File: config.mk
export PLATFORM = sky130hd
export DESIGN_NAME = nms_hysteresis_pipe
export DESIGN_NICKNAME = d
export VERILOG_FILES = /design/src/rtl/edge_pkg.sv /design/src/rtl/nms_neighbor_sel.sv /design/src/rtl/nms_hysteresis_pipe.sv
export SDC_FILE = /design/constraint.sdc
export NUM_CORES = 1
export LEC_CHECK = 0
export BUFFER_PORTS_ARGS = -buffer_cell sky130_fd_sc_hd__buf_2
export CORE_MARGIN = 8
export CORE_UTILIZATION = 48
export CTS_CLUSTER_DIAMETER = 120
export DETAILED_ROUTE_END_ITERATION = 12
export HOLD_SLACK_MARGIN = 0.06
export PLACE_DENSITY = 0.88
export SLEW_MARGIN = 30
export SYNTH_ARGS = -nofsm -noshare
export SYNTH_HDL_FRONTEND = slang
export SYNTH_SLANG_ARGS = --single-unit
File: constraint.sdc
create_clock -name clk -period 3.55 [get_ports clk]
set_input_delay 0.355 -clock clk [delete_from_list [all_inputs] [get_ports clk]]
set_output_delay 0.355 -clock clk [all_outputs]
set_load 0.01 [all_outputs]
File: src/rtl/edge_pkg.sv
// rtl/edge_pkg.sv - shared edge-classification types for the Canny edge path
// Purpose: class and direction encodings plus 3x3 window indexing shared by
// the non-max suppression stage and the later thin-edge stage.
// Ports: none (package).
package edge_pkg;

  typedef enum logic [1:0] {
    EDGE_NONE   = 2'd0,
    EDGE_WEAK   = 2'd1,
    EDGE_STRONG = 2'd2
  } edge_class_e;

  // Quantised gradient direction of the centre pixel.
  typedef enum logic [1:0] {
    DIR_H  = 2'd0,
    DIR_D  = 2'd1,
    DIR_AD = 2'd2,
    DIR_V  = 2'd3
  } edge_dir_e;

  localparam int unsigned WIN_N = 3;

  // Flattened window slot for (row, col); slot 0 is top-left, 4 is centre.
  function automatic int unsigned win_idx(input int unsigned row, input int unsigned col);
    return row * WIN_N + col;
  endfunction

endpackage

File: src/rtl/nms_neighbor_sel.sv
// rtl/nms_neighbor_sel.sv - direction-driven centre/neighbour mux for a 3x3 window
// Purpose: picks the centre magnitude and the two neighbours lying along the
// gradient direction.
// Ports:
//   window  in  9*MAG_W  flattened 3x3 magnitudes, slot k at [k*MAG_W +: MAG_W]
//   dir     in  2        centre direction (edge_dir_e encoding)
//   center  out MAG_W    slot 4
//   n0, n1  out MAG_W    neighbours along the direction
module nms_neighbor_sel
  import edge_pkg::*;
#(
  parameter int MAG_W = 11
) (
  input  logic [9*MAG_W-1:0] window,
  input  logic [1:0]         dir,
  output logic [MAG_W-1:0]   center,
  output logic [MAG_W-1:0]   n0,
  output logic [MAG_W-1:0]   n1
);

  localparam int unsigned K_TL = win_idx(0, 0);
  localparam int unsigned K_TC = win_idx(0, 1);
  localparam int unsigned K_TR = win_idx(0, 2);
  localparam int unsigned K_ML = win_idx(1, 0);
  localparam int unsigned K_C  = win_idx(1, 1);
  localparam int unsigned K_MR = win_idx(1, 2);
  localparam int unsigned K_BL = win_idx(2, 0);
  localparam int unsigned K_BC = win_idx(2, 1);
  localparam int unsigned K_BR = win_idx(2, 2);

  always_comb begin
    center = window[K_C*MAG_W +: MAG_W];
    n0     = window[K_ML*MAG_W +: MAG_W];
    n1     = window[K_MR*MAG_W +: MAG_W];
    case (edge_dir_e'(dir))
      DIR_D: begin
        n0 = window[K_TL*MAG_W +: MAG_W];
        n1 = window[K_BR*MAG_W +: MAG_W];
      end
      DIR_AD: begin
        n0 = window[K_TR*MAG_W +: MAG_W];
        n1 = window[K_BL*MAG_W +: MAG_W];
      end
      DIR_V: begin
        n0 = window[K_TC*MAG_W +: MAG_W];
        n1 = window[K_BC*MAG_W +: MAG_W];
      end
      default: ;
    endcase
  end

endmodule

File: src/rtl/nms_hysteresis_pipe.sv
// rtl/nms_hysteresis_pipe.sv - pipelined non-max suppression with threshold classification
// Purpose: two-stage pipe. Stage 1 captures the centre and direction neighbours,
// stage 2 suppresses non-maxima and classifies survivors none/weak/strong against
// thresholds latched on each accepted start-of-frame beat. Keeps per-frame
// saturating strong/weak counts of delivered pixels.
// Ports:
//   clk, rst                 clock, async active-high reset
//   in_window/in_dir/in_sof  input beat (window, direction, first pixel of frame)
//   in_valid/in_ready        input handshake
//   thr_low/thr_high         thresholds, sampled only on an accepted sof beat
//   out_mag/out_class        centre magnitude (0 if suppressed) and edge class
//   out_dir/out_sof          passthroughs
//   out_valid/out_ready      output handshake
//   strong_cnt/weak_cnt      pixels of each class delivered in the current frame
module nms_hysteresis_pipe
  import edge_pkg::*;
#(
  parameter int               MAG_W      = 11,
  parameter int               CNT_W      = 20,
  parameter bit               STRICT_MAX = 1'b1,
  parameter logic [MAG_W-1:0] LOW_DEF    = MAG_W'(40),
  parameter logic [MAG_W-1:0] HIGH_DEF   = MAG_W'(100)
) (
  input  logic               clk,
  input  logic               rst,
  input  logic [9*MAG_W-1:0] in_window,
  input  logic [1:0]         in_dir,
  input  logic               in_sof,
  input  logic               in_valid,
  output logic               in_ready,
  input  logic [MAG_W-1:0]   thr_low,
  input  logic [MAG_W-1:0]   thr_high,
  output logic [MAG_W-1:0]   out_mag,
  output logic [1:0]         out_class,
  output logic [1:0]         out_dir,
  output logic               out_sof,
  output logic               out_valid,
  input  logic               out_ready,
  output logic [CNT_W-1:0]   strong_cnt,
  output logic [CNT_W-1:0]   weak_cnt
);

  // Single enable for the whole pipe: a stalled output freezes both stages.
  logic en;
  logic accept;
  assign en       = !out_valid || out_ready;
  assign in_ready = en;
  assign accept   = in_valid && en;

  logic [MAG_W-1:0] sel_c, sel_n0, sel_n1;

  nms_neighbor_sel #(.MAG_W(MAG_W)) u_sel (
    .window (in_window),
    .dir    (in_dir),
    .center (sel_c),
    .n0     (sel_n0),
    .n1     (sel_n1)
  );

  logic             s1_valid;
  logic [MAG_W-1:0] s1_c, s1_n0, s1_n1;
  logic [1:0]       s1_dir;
  logic             s1_sof;
  logic [MAG_W-1:0] thr_low_q, thr_high_q;

  always_ff @(posedge clk or posedge rst) begin
    if (rst) begin
      s1_valid <= 1'b0;
      s1_c     <= '0;
      s1_n0    <= '0;
      s1_n1    <= '0;
      s1_dir   <= '0;
      s1_sof   <= 1'b0;
    end else if (en) begin
      s1_valid <= accept;
      if (accept) begin
        s1_c   <= sel_c;
        s1_n0  <= sel_n0;
        s1_n1  <= sel_n1;
        s1_dir <= in_dir;
        s1_sof <= in_sof;
      end
    end
  end

  // The beat still in stage 1 is classified from the current thresholds at the
  // same edge a new sof overwrites them, so it keeps its own frame's values.
  always_ff @(posedge clk or posedge rst) begin
    if (rst) begin
      thr_low_q  <= LOW_DEF;
      thr_high_q <= HIGH_DEF;
    end else if (accept && in_sof) begin
      thr_low_q  <= thr_low;
      thr_high_q <= thr_high;
    end
  end

  logic             suppressed;
  logic [MAG_W-1:0] s2_mag;
  edge_class_e      s2_class;

  // Strong is tested first, so low > high simply leaves the weak band empty.
  always_comb begin
    if (STRICT_MAX) suppressed = (s1_c <= s1_n0) || (s1_c <= s1_n1);
    else            suppressed = (s1_c <  s1_n0) || (s1_c <  s1_n1);
    s2_mag   = s1_c;
    s2_class = EDGE_NONE;
    if (suppressed)                s2_mag   = '0;
    else if (s1_c >= thr_high_q)   s2_class = EDGE_STRONG;
    else if (s1_c >= thr_low_q)    s2_class = EDGE_WEAK;
  end

  always_ff @(posedge clk or posedge rst) begin
    if (rst) begin
      out_valid <= 1'b0;
      out_mag   <= '0;
      out_class <= EDGE_NONE;
      out_dir   <= '0;
      out_sof   <= 1'b0;
    end else if (en) begin
      out_valid <= s1_valid;
      if (s1_valid) begin
        out_mag   <= s2_mag;
        out_class <= s2_class;
        out_dir   <= s1_dir;
        out_sof   <= s1_sof;
      end
    end
  end

  // A delivered sof beat restarts both counts with itself as the first pixel.
  always_ff @(posedge clk or posedge rst) begin
    if (rst) begin
      strong_cnt <= '0;
      weak_cnt   <= '0;
    end else if (out_valid && out_ready) begin
      if (out_sof) begin
        strong_cnt <= CNT_W'(out_class == EDGE_STRONG);
        weak_cnt   <= CNT_W'(out_class == EDGE_WEAK);
      end else begin
        if (out_class == EDGE_STRONG && strong_cnt != '1) strong_cnt <= strong_cnt + 1'b1;
        if (out_class == EDGE_WEAK && weak_cnt != '1)     weak_cnt   <= weak_cnt + 1'b1;
      end
    end
  end

endmodule

Yosys cells after proc, flatten, opt, wreduce, memory -nomap -nowiden
Index checks and enable logic that the tools add are counted.
{"block": "word_totals", "ff_bits": 116, "out_inout_bits": 58, "elab_cells": 52}
{"block": "op_classes", "add_sub_neg": 2, "order_cmp": 4, "eq_ne": 7, "muxes": 10, "reduce_logical": 14}
{"operator": "2-to-1 mux 20 bit", "count": 4}
{"operator": "one-hot mux 11 bit (3 select lines)", "count": 2}
{"operator": "adder 20 x 1 -> 20 bit, second input constant", "count": 2}
{"operator": "!= test 20 bit, second input constant", "count": 2}
{"operator": ">= comparator 11 bit", "count": 2}
{"operator": "less-or-equal comparator 11 bit", "count": 2}
{"operator": "2-to-1 mux 11 bit", "count": 1}
{"operator": "AND reduction 2 bit", "count": 4}
{"operator": "equality test 2 bit, second input constant", "count": 3}
{"operator": "logical AND 1 bit", "count": 5}
{"operator": "equality test 2 x 1 -> 1 bit, second input constant", "count": 2}
{"operator": "2-to-1 mux 2 bit", "count": 2}
{"operator": "nonzero test 2 bit", "count": 2}
{"operator": "logical OR 1 bit", "count": 2}
{"operator": "logical NOT 1 bit", "count": 1}
{"operator": "2-to-1 mux 1 bit", "count": 1}

Depth between registers and ports, before layout
{"block": "logic_depth", "ltp_word": 4, "ltp_mapped": 9}

Modules after synthesis
From an unflattened synthesis, not the netlist that was laid out.
{"block": "unflattened", "hier_cells": 647, "hier_area_um2": 7071.8}
{"mod": "nms_hysteresis_pipe", "instances": 1, "cells_each": 610, "area_per_inst_um2": 6453.7, "seq_area_each_um2": 2909.0}
{"mod": "nms_neighbor_sel", "instances": 1, "cells_each": 37, "area_per_inst_um2": 618.1, "seq_area_each_um2": 0.0}

Worst setup path before layout
No wires, ideal clock.
{"block": "synth_path", "kind": "register -> register", "from": "register s1_c[8]", "to": "register out_mag[1]", "arrival_time_ps": 1912, "required_ps": 3429, "path_slack_ps": 1517, "path_stages_with_launch": 8, "path_buffers": 1, "period_less_slack_ps": 2033, "cell_sequence": "dfrtp_1 > ha_1 > a211oi_1 > nor2_1 > a2111oi_0 > a211oi_1 > buf_2 > a22o_1"}
{"block": "synth_via", "elab_chain_len": 3, "elab_cells_between_ends": 4, "cone_classes": "order compare: 2; mux: 1; reduce/logical: 1"}
{"element": "start, declared", "line": "nms_hysteresis_pipe.sv:61", "text": "logic [MAG_W-1:0] s1_c, s1_n0, s1_n1;"}
{"element": "start signal, assigned", "line": "nms_hysteresis_pipe.sv:77", "text": "s1_c <= sel_c;"}
{"element": "less-or-equal comparator 11 bit", "line": "nms_hysteresis_pipe.sv:104", "text": "if (STRICT_MAX) suppressed = (s1_c <= s1_n0) || (s1_c <= s1_n1);"}
{"element": "logical OR 1 bit (*)", "line": "nms_hysteresis_pipe.sv:104"}
{"element": "2-to-1 mux 11 bit (*)", "line": "nms_hysteresis_pipe.sv:108", "text": "if (suppressed) s2_mag = '0;"}
{"element": "end signal, assigned", "line": "nms_hysteresis_pipe.sv:123", "text": "out_mag <= s2_mag;"}
{"element": "end, declared", "line": "nms_hysteresis_pipe.sv:33", "text": "output logic [MAG_W-1:0] out_mag,"}
Mark *: on every way between the ends. The rest lies on a longest branch, timed or not.
A chain may end at the register's enable or synchronous reset.

Final worst setup path
{"block": "layout_path", "from": "register strong_cnt[0]", "to": "register strong_cnt[2]"}
{"block": "layout_via", "elab_chain_len": 4, "elab_cells_between_ends": 7, "cone_classes": "add/sub: 1; eq/ne: 1; mux: 2; reduce/logical: 3"}
{"element": "start, declared", "line": "nms_hysteresis_pipe.sv:39", "text": "output logic [CNT_W-1:0] strong_cnt,"}
{"element": "start signal, assigned", "line": "nms_hysteresis_pipe.sv:138", "text": "strong_cnt <= CNT_W'(out_class == EDGE_STRONG);"}
{"element": "start signal, assigned", "line": "nms_hysteresis_pipe.sv:141", "text": "if (out_class == EDGE_STRONG && strong_cnt != '1) strong_cnt <= strong_cnt + 1'b1;"}
{"element": "parallel branches: the longest is 4 deep, another holds adder 20 x 1 -> 20 bit"}
Several ways; the timed one is not identified. The select of a mux whose other input is x is not followed.

==> results.py <==
metrics = {
    "run_status": {
        "status": "completed",
    },
    "critical_path": {
        "r2r_cells": 7,
        "end_kind": "flop",
        "path_class": "reg -> reg",
        "critPathTopFamily": "simple AND/OR/NAND/NOR gates",
        "cp.required_ps": 3810,
        "r2r-end": "strong_cnt[2]",
        "cpPeakStageDelay_ps": 560,
        "worstPathCellList": "ha_1, nand2_1, nor3_1, buf_4, a31o_4, or2_1, o21ai_1",
        "start_kind": "flop",
        "crit_slowest_cell": "or2_1",
        "cp_num_buf_inv": 1,
        "worst-endpoint-arrival_ps": 2700,
        "reg2reg_from": "strong_cnt[0]",
        "cp_max_fo": 24,
        "r2r_slack_ps": 1110,
    },
    "timing": {
        "relSlewSlack_pct": 42.9,
        "timing.hold.ws_ps": 129,
        "final.period_utilization_pct": 68.8,
        "finalSetupTns_ps": 0,
        "period_needed_ps": 2440,
        "max_freq_mhz": 409,
        "worst_pin_slew_ps": 857,
        "setup_viol": 0,
        "skew_ps": 6.82,
        "rsz0062_at_grt": "no",
        "finalHoldViolations": 0,
        "drv_slew": 0,
    },
    "floorplan": {
        "io_pins": 186,
        "fp.dieH_um": 135,
        "die_x_um": 135,
        "initial_core_util_pct": 49.1,
        "die_area_sq_um": 18200,
        "core_region_area_sq_um": 13800,
        "row_count": 43,
    },
    "global_route": {
        "grt_max_degree": 68,
        "grt_pass1_vias": 5885,
        "overflow": 0,
        "grt_use_total_pct": 20.7,
        "antenna_found_initial": 0,
        "grt_pass1_wl_mm": 29.9,
    },
    "layout": {
        "area_growth_pct": 23.3,
        "fin_util_pct": 60.5,
        "nets": 960,
        "finalInstanceArea_sq_um": 8360,
        "final_layout_size_suffix_gt1_share_pct": 39.2,
        "final_cell_mix": "185 x buf_2, 110 x dfrtp_1, 60 x mux2_2, 47 x inv_1, 46 x ha_1",
        "final_common_cell": "buf_2",
        "fillers": 1129,
    },
    "power": {
        "power_density_nw_per_um2": 553,
        "ir_drop_uv": 358,
        "p_total_mw": 4.62,
        "swShare_pct": 32.0,
        "p_clk_share_pct": 32.2,
        "intPower_mw": 3.14,
        "leakagePower_nw": 4.06,
        "seqPwrFrac_pct": 39.8,
        "p_switching_mw": 1.48,
        "pwr-share-comb_pct": 27.9,
    },
    "clock_tree": {
        "numCtsBuffers": 17,
        "htreeDepth": 4,
        "insertion_delay_ps": 410,
        "cts_tree": "yes",
        "clk_pin_slew_ps": 50,
        "cts_buffer_depth": 2,
        "cts_root_buf": "clkbuf_16",
        "ctsResizeCount": 0,
        "cts_setup_buffers": 0,
        "holdBufCountCts": 0,
        "clock_sinks": 116,
    },
    "detailed_routing": {
        "avgViaCountPerCell": 5.69,
        "highest_layer": "met4",
        "firstDrtPassIters": 4,
        "drt_iter0_markers": 441,
        "drc": 0,
        "vias": 5574,
        "wl_met2_mm": 9.29,
        "drt_wl_total_mm": 18.4,
        "wl_per_cell_um": 18.8,
        "drt-met1-wl_mm": 7.20,
        "ant_nets": 0,
        "wl_met3_mm": 1.74,
    },
    "place": {
        "gp_congestion": 0.860,
        "place_area_sq_um": 7850,
        "hpwlAfterDp_mm": 13.9,
        "io_buffers": 185,
    },
    "synthesis": {
        "ys_seq_area_share_pct": 42.9,
        "async_flop_share_pct": 100,
        "synth-seq-cells": 116,
        "postSynthCellCount": 607,
        "synth_flop_cell": "dfrtp_1",
        "synth_cell_type_count": 53,
        "synthesis.area_sq_um": 6780,
        "synth_edf_count": 0,
        "synth_nets": 781,
        "avgSynthCellArea_sq_um": 11.2,
        "yosysWarningCount": 0,
    },
    "min_path": {
        "worstHoldPathType": "in -> async",
    },
    "flow_run": {
        "maxCapViolCount": 0,
    },
}
[layout make-up]
class / instances / area [sq um] / area share [%]
Multi-Input combinational cell: 410 / 3530 / 42.2
Sequential cell: 116 / 2910 / 34.8
Inverter: 48 / 183 / 2.18
Clock buffer: 32 / 512 / 6.12
Tap cell: 180 / 225 / 2.69
Antenna cell: 1 / 2.50 / 0.0299
Timing Repair Buffer: 193 / 998 / 11.9
[worst register-to-register path, cell delays in order (launching register included)]
cell and delay (ps):
dfrtp_1 470, ha_1 250, nand2_1 100, nor3_1 190
buf_4 220, a31o_4 330, or2_1 570, o21ai_1 170
[sequential cells by signal, summed over array words and instances, names as in the netlist]
register and cells:
out_class 2, s1_valid 1, out_valid 1, thr_high_q 11
out_dir 2, s1_c 11, thr_low_q 11, s1_sof 1
s1_n1 11, s1_n0 11, strong_cnt 20, weak_cnt 20
s1_dir 2, out_mag 11, out_sof 1
[kinds of logic (layout without fill, tap and decap cells)]
| group | count (synthesis) | count (layout) | share of synthesized area, % |
|---|---|---|---|
| adders and majority gates | 46 | 46 | 8.49 |
| muxes | 84 | 84 | 17.6 |
| and+or+nand+nor | 157 | 157 | 12.8 |
| other | 0 | 1 | 0 |
| DFF | 116 | 116 | 42.9 |
| buffers and inverters | 81 | 273 | 5.05 |
| AOI/OAI and AO/OA | 123 | 123 | 13.2 |
[per-layer routing]
metal  up-vias  global-route usage, %
met5         -                      0
li1       2629                      -
met2       203                   35.8
met1      2728                   23.8
met3        14                   7.47
met4         0                   5.12
[power groups by stage]
stage	combinational [mW]	clock (mW)	sequential, mW
2_1_floorplan	0.902	0	1.80
3_3_place_gp	1.24	0	1.83
3_5_place_dp	1.30	0	1.85
4_1_cts	1.31	1.52	1.84
5_1_grt	1.46	1.59	1.88
6_report	1.29	1.49	1.84
[synthesized netlist by cell type, drive strengths merged, types with 2 or more instances]
library cell | number | area share [%]
clkbuf | 21 | 1.2
and4 | 4 | 0.52
nor4 | 10 | 0.92
a31oi | 6 | 0.55
a21oi | 18 | 1.3
a22o | 10 | 1.3
o211ai | 4 | 0.44
or3 | 2 | 0.18
nor2b | 13 | 1.2
a41oi | 2 | 0.26
o41ai | 3 | 0.39
dfrtp | 111 | 41
nor3b | 7 | 0.77
a211o | 9 | 1.2
and2 | 4 | 0.37
nand2b | 7 | 0.65
o21ai | 35 | 2.6
o21a | 3 | 0.33
a211oi | 5 | 0.55
nand3 | 19 | 1.4
o31ai | 9 | 1.5
nor2 | 21 | 1.2
nand2 | 32 | 1.8
mux2i | 2 | 0.30
a221o | 11 | 1.6
nor3 | 8 | 0.66
nand4 | 12 | 1.1
ha | 46 | 8.5
buf | 12 | 1.2
mux2 | 60 | 10
dfstp | 5 | 1.9
and3 | 7 | 0.72
mux4 | 22 | 7.3
nor4b | 7 | 0.90
inv | 48 | 2.7
[metrics by stage]
stage          setup WS, ps  instances
4_1_cts                1120        979
3_5_place_dp           1150        947
3_3_place_gp            972        947
6_report               1110        980
5_1_grt                 831        979
2_1_floorplan           131        607
[worst max-delay path by stage]
stage	from	endpoint	slack, ps	cells past startpoint
2_1_floorplan	rst	out_class[0]	130	1
3_3_place_gp	weak_cnt[0]	weak_cnt[19]	970	6
5_1_grt	s1_c[4]	out_class[0]	830	7
3_5_place_dp	strong_cnt[0]	strong_cnt[2]	1150	7
4_1_cts	strong_cnt[0]	strong_cnt[2]	1120	7
6_report	strong_cnt[0]	strong_cnt[2]	1110	7
Power figures use the tool's default switching activity.
